## src/rtl/digit_serial_addsub.sv

```systemverilog
// Digit-serial adder/subtractor: WIDTH-bit a+b or a-b, DIGIT bits per clock,
// one DIGIT-bit ripple slice with a registered carry between digits.
// Params: WIDTH (operand width), DIGIT (bits per cycle, divides WIDTH).
// Ports : clk, rst_n (async, active-low), start/sub/a/b (sampled when
//         busy=0), busy, done (1-cycle pulse), sum, c_out (sub: 1=no borrow),
//         ovf (signed overflow).
// Macro : ADDSUB_OVF_EN builds the ovf flag; otherwise ovf is tied to 0.
module digit_serial_addsub #(
  parameter int WIDTH = 16,
  parameter int DIGIT = 4
) (
  input  logic             clk,
  input  logic             rst_n,
  input  logic             start,
  input  logic             sub,
  input  logic [WIDTH-1:0] a,
  input  logic [WIDTH-1:0] b,
  output logic             busy,
  output logic             done,
  output logic [WIDTH-1:0] sum,
  output logic             c_out,
  output logic             ovf
);

  localparam int NDIG = WIDTH / DIGIT;
  localparam int CW   = (NDIG > 1) ? $clog2(NDIG) : 1;

  typedef enum logic [1:0] {
    S_IDLE,
    S_RUN,
    S_DONE
  } state_t;

  state_t state;
  state_t state_nxt;

  logic             load;
  logic             step;
  logic             last;

  logic [WIDTH-1:0] op_a;
  logic [WIDTH-1:0] op_b;
  logic [WIDTH-1:0] acc;
  logic [WIDTH-1:0] acc_nxt;
  logic             carry;
  logic [CW-1:0]    cnt;
  logic [DIGIT:0]   dsum;

  logic [WIDTH-1:0] sum_q;
  logic             c_q;

  // One DIGIT-bit slice; the top bit is the carry into the next digit.
  assign dsum = {1'b0, op_a[DIGIT-1:0]}
              + {1'b0, op_b[DIGIT-1:0]}
              + {{DIGIT{1'b0}}, carry};

  // New digit enters at the MSB end, so after NDIG steps the
  // least significant digit has reached bit 0.
  assign acc_nxt = (acc >> DIGIT)
                 | (WIDTH'(dsum[DIGIT-1:0]) << (WIDTH - DIGIT));

  assign last = (cnt == CW'(NDIG - 1));

  always_ff @(posedge clk or negedge rst_n) begin
    if (!rst_n) begin
      state <= S_IDLE;
    end else begin
      state <= state_nxt;
    end
  end

  always_comb begin
    state_nxt = state;
    load      = 1'b0;
    step      = 1'b0;
    unique case (state)
      S_IDLE: begin
        if (start) begin
          load      = 1'b1;
          state_nxt = S_RUN;
        end
      end
      S_RUN: begin
        step = 1'b1;
        if (last) begin
          state_nxt = S_DONE;
        end
      end
      S_DONE: begin
        if (start) begin
          load      = 1'b1;
          state_nxt = S_RUN;
        end else begin
          state_nxt = S_IDLE;
        end
      end
      default: begin
        state_nxt = S_IDLE;
      end
    endcase
  end

  always_ff @(posedge clk or negedge rst_n) begin
    if (!rst_n) begin
      op_a  <= '0;
      op_b  <= '0;
      acc   <= '0;
      carry <= 1'b0;
      cnt   <= '0;
      sum_q <= '0;
      c_q   <= 1'b0;
    end else if (load) begin
      // Subtraction as a + ~b + 1: the +1 rides in on the carry.
      op_a  <= a;
      op_b  <= b ^ {WIDTH{sub}};
      carry <= sub;
      cnt   <= '0;
    end else if (step) begin
      op_a  <= op_a >> DIGIT;
      op_b  <= op_b >> DIGIT;
      acc   <= acc_nxt;
      carry <= dsum[DIGIT];
      cnt   <= cnt + 1'b1;
      if (last) begin
        sum_q <= acc_nxt;
        c_q   <= dsum[DIGIT];
      end
    end
  end

`ifdef ADDSUB_OVF_EN
  logic cin_msb;
  logic ovf_q;

  // Carry into the top bit recovered from its sum bit and operand bits.
  assign cin_msb = dsum[DIGIT-1] ^ op_a[DIGIT-1] ^ op_b[DIGIT-1];

  always_ff @(posedge clk or negedge rst_n) begin
    if (!rst_n) begin
      ovf_q <= 1'b0;
    end else if (step && last) begin
      ovf_q <= cin_msb ^ dsum[DIGIT];
    end
  end

  assign ovf = ovf_q;
`else
  assign ovf = 1'b0;
`endif

  assign busy  = (state == S_RUN);
  assign done  = (state == S_DONE);
  assign sum   = sum_q;
  assign c_out = c_q;

endmodule

```

## config.mk

```make
export PLATFORM = sky130hd
export DESIGN_NAME = digit_serial_addsub
export DESIGN_NICKNAME = d
export VERILOG_FILES = /design/src/rtl/digit_serial_addsub.sv
export SDC_FILE = /design/constraint.sdc
export NUM_CORES = 1
export LEC_CHECK = 0
export ABC_AREA = 0
export CAP_MARGIN = 20
export CORE_AREA = 2 2 76 85
export DETAILED_ROUTE_END_ITERATION = 10
export DIE_AREA = 0 0 78 87
export MAX_ROUTING_LAYER = met4
export PLACE_DENSITY = 0.84
export SYNTH_ARGS = -nofsm -noshare
export SYNTH_HDL_FRONTEND = slang
export SYNTH_SLANG_ARGS = --single-unit
```

## constraint.sdc

```tcl
create_clock -name clk -period 5.1 [get_ports clk]
set_clock_uncertainty 0.15 [all_clocks]
set_input_delay 0.765 -clock clk [delete_from_list [all_inputs] [get_ports clk]]
set_output_delay 0.765 -clock clk [all_outputs]
set_load 0.02 [all_outputs]
```

### After elaboration in Yosys (flattened, before gate mapping)

Index checks and enable logic that the tools add are counted.
Widths: inputs -> output; s select.

* add/sub/neg operators: 3
* equal/unequal tests: 5
* mux-type cells: 15
* bitwise logic cells: 3
* reduce and logical (&&, ||, !) cells: 6

Operators by type and width (number)
* $mux 16: 4
* $or 12x16->16: 1
* $xor 16x16->16: 1
* $mux 2: 4
* $mux 1: 6
* $pmux 2 s3: 1
* $add 4x4->5: 1
* $add 5x1->5: 1
* $eq 2x2->1 const B: 2
* $reduce_and 2->1: 2
* $reduce_and 3->1: 1
* $add 2x1->2 const B: 1
* $eq 2x1->1 const B: 1
* $logic_not 2->1: 1
* $ne 2x1->1 const B: 1
* $ne 2x2->1 const B: 1
* $reduce_bool 2->1: 1
* $reduce_or 2->1: 1
* $not 1->1: 1

* register bits: 70
* output and inout bits: 20
* logic and storage cells: 40

### Depth between registers and ports, before layout

* depth in word-level cells: 5
* mapped depth: 8

### Worst setup path before layout

OpenSTA, ideal clock, no wires.

* path type: reg-to-output
* start point: register state[1]
* end point: output port busy
* data arrival time: 1011 ps
* data required time: 4185 ps
* slack: 3174 ps
* stages on the path, launching flop included: 6
* buffers on the path: 3
* path through: dfrtp_1 nand2b_1 buf_6 inv_4 buf_8 buf_2

* word-level cells in the longest chain between the ends: 1

Ends and longest elaborated chain
* from (decl): RTL line 34 `state_t state;`
* from (signal assigned): RTL line 68 `state <= state_nxt;`
* $eq 2x1->1: RTL line 151 `assign busy = (state == S_RUN);`
* to (decl): RTL line 18 `output logic busy,`

Every way passes these cells.

### Final worst setup path

Ends and elaborated chain as after synthesis.

==> flow_summary.toml <==
[floorplanning]
io_pins = 56
die_w_um = 78
core_area_um2 = 6010
die_area_um2 = 6790
die_height_um = 87
num_rows = 30
initial_utilization_pct = 48.1

[timing]
fin_tns_setup_ns = 0
setup_violations = 0
finalCritPeriodShare_pct = 63.3
max_freq_ghz = 0.310
slew_viol_final = 0
setup_slack_ns = 1.87
hold_violations = 0
rsz0062_at_grt = "false"
worstMarginPinSlew_ns = 0.938
hold_slack_ns = 0.329
period_needed_ns = 3.23
slew_headroom_pct = 37.3

[hold_path]
hold_class = "reg -> reg"
min_from = "acc[5]$_DFFE_PN0P_"
holdPathEnd = "acc[5]$_DFFE_PN0P_"
holdPathStages = 2

[route]
vias = 2006
ant_nets = 0
drt_pass1_iterations = 5
drc = 0
wl_per_cell_um = 13.1
drt_iter0_drc = 135
viasPerCell = 5.14
routed_wirelength_um = 5120

[yosys]
ys_ff_latch = 66
yosys_warnings = 0
syn_inst = 256
synth_top_area_share_pct = 57.2
yosysTopAreaCell = "dfrtp_1"
seq_area_frac_synth_pct = 57.2
synth_area_um2 = 2890
synth_nets = 298
yosys-top-cells-area = "dfrtp_1 (57%), nand2_1 (7.9%), xnor2_1 (4.9%), mux2_2 (4.7%), a221o_1 (4.5%)"
syn_avg_cell_area_um2 = 11.3
synth_cell_type_count = 28

[layout]
post-route-util_pct = 59.6
fillers = 519
fin_nets = 347
drive_above_1_share_pct = 10.6
diodes = 0
area_growth_syn_to_layout_pct = 23.9

[clock_network]
cts_tree = "yes"
hold_buffers = 0
clk_pin_slew_worst_paths_ns = 0.06
ctsResizeCount = 0
cts_sinks = 66
htreeDepth = 3
clk_path_buf_depth = 2
cts_buffers = 9
root_buffer = "clkbuf_8"
clk_latency_ns = 0.33
post-cts-setup-buffer-count = 0

[critical_path]
critical_path_class = "reg -> out"
r2r-start = "state[0]$_DFFE_PN0P_"
cp-start-kind = "flip-flop"
cp-end-kind = "output pin"
rr_worst_depth = 5
cp.arrival_ns = 2.31
reg2reg_to = "carry$_DFFE_PN0P_"
worstPathMaxFanout = 38
r2r_slack_ns = 2.70
required_ns = 4.18

[power_and_ir_drop]
power_switching_w = 0.000822
comb_power_share_pct = 41.6
seq_power_share_pct = 41.4
p_clk_share_pct = 17.1
ir_worst_vdd_uv = 234
p_sw_share_pct = 37.4
cellPowerDensity_nw_per_um2 = 614
p_int_w = 0.00137
p_leak_nw = 1.65

[placement]
portBuffers = 54
pre_cts_slack_ns = 2.21
gp_congestion = 0.752
dp_hpwl_um = 3390

[global_routing]
track_usage_pct = 17.2
overflow = 0
antenna_found_initial = 0
grt_pass1_vias = 1869
grt_max_degree = 67
grt_pass1_wl_um = 8740

[flow_run]
cap_violations = 0

[run_status]
status = "complete, no violations"
==> cell usage after synthesis, drive strengths merged <==
cell type,number
conb,1
a22o,5
buf,16
a21oi,2
inv,6
o21ai,14
nor2b,2
a22oi,12
nor2,13
xor2,2
nor3,1
a21o,2
nand2b,2
clkbuf,2
a221o,13
xnor2,16
fa,2
nand2,62
dfrtp,66
mux2,13
ha,4
==> critical path: stages, from the launching register on <==
cell,delay [ns]
dfrtp_1,0.37
nand2b_1,0.44
inv_4,0.48
clkdlybuf4s50_1,0.69
==> kinds of logic (layout without fill, tap and decap cells) <==
logic type      after synthesis  after routing  synth area share (%)
other cells                   1              1                 0.130
mux                          13             13                  5.07
compound gates               48             48                  12.4
buf+inv                      24             78                  5.42
simple gates                 80             80                  11.1
flops                        66             66                  57.2
fa+ha+maj                     6              6                  3.12
xor+xnor                     18             18                  5.46
==> placed cells by master (no fill, tap or decap), drive strengths merged <==
cell,instances
nor2b,2
buf,3
inv,6
dfrtp,66
nor3,1
a22oi,12
nand2b,2
conb,1
a21o,2
xor2,2
ha,4
a22o,5
fa,2
clkbuf,11
o21ai,14
nand2,62
mux2,13
a221o,13
nor2,13
a21oi,2
clkinvlp,2
clkinv,3
xnor2,16
clkdlybuf4s50,53
==> how the worst max path moves through the flow <==
stage,from,endpoint,slack [ns],cells past startpoint
after floorplan,state[1]$_DFFE_PN0P_,busy,3.17,5
after global placement,state[1]$_DFFE_PN0P_,busy,2.25,3
after detailed placement,state[1]$_DFFE_PN0P_,busy,2.21,3
after CTS,state[1]$_DFFE_PN0P_,busy,1.85,3
after global routing,state[1]$_DFFE_PN0P_,busy,1.70,3
final,state[1]$_DFFE_PN0P_,busy,1.87,3
==> per-layer routing <==
layer | GRT usage [%] | wire [µm]
met1 | 22.6 | 2230
met2 | 25.8 | 2520
met3 | 4.05 | 269
met4 | 7.34 | 93
met5 | - | 0
==> sequential cells by signal, indices dropped and copies added (netlist names) <==
register,count
sum,16
state,2
op_a,16
cnt,2
c_out,1
op_b,16
carry,1
acc,12
==> power groups by stage <==
stage / sequential, W / combinational [W] / clock (W)
6_report: 0.000909 / 0.000913 / 0.000375
5_1_grt: 0.000935 / 0.00103 / 0.000415
4_1_cts: 0.000909 / 0.000925 / 0.000389
3_5_place_dp: 0.000916 / 0.000925 / 0
3_3_place_gp: 0.000904 / 0.000888 / 0
2_1_floorplan: 0.000956 / 0.000633 / 0
==> layout make-up <==
| class | count | area (µm²) | area share (%) |
|---|---|---|---|
| Sequential cell | 66 | 1650 | 46.2 |
| Multi-Input combinational cell | 166 | 1080 | 30.2 |
| Timing Repair Buffer | 56 | 551 | 15.4 |
| Clock buffer | 11 | 141 | 3.95 |
| Tap cell | 80 | 100 | 2.80 |
| Clock inverter | 5 | 30.0 | 0.839 |
| Inverter | 6 | 25.0 | 0.700 |
==> through the flow <==
stage	instances	instance area [µm²]	total power [W]
after detailed placement	374	3410	0.00184
after global placement	374	3410	0.00179
final	390	3580	0.00220
after CTS	390	3580	0.00222
after floorplan	256	2890	0.00159
after global routing	390	3580	0.00238
No activity file was read; power rests on OpenSTA's default activity.
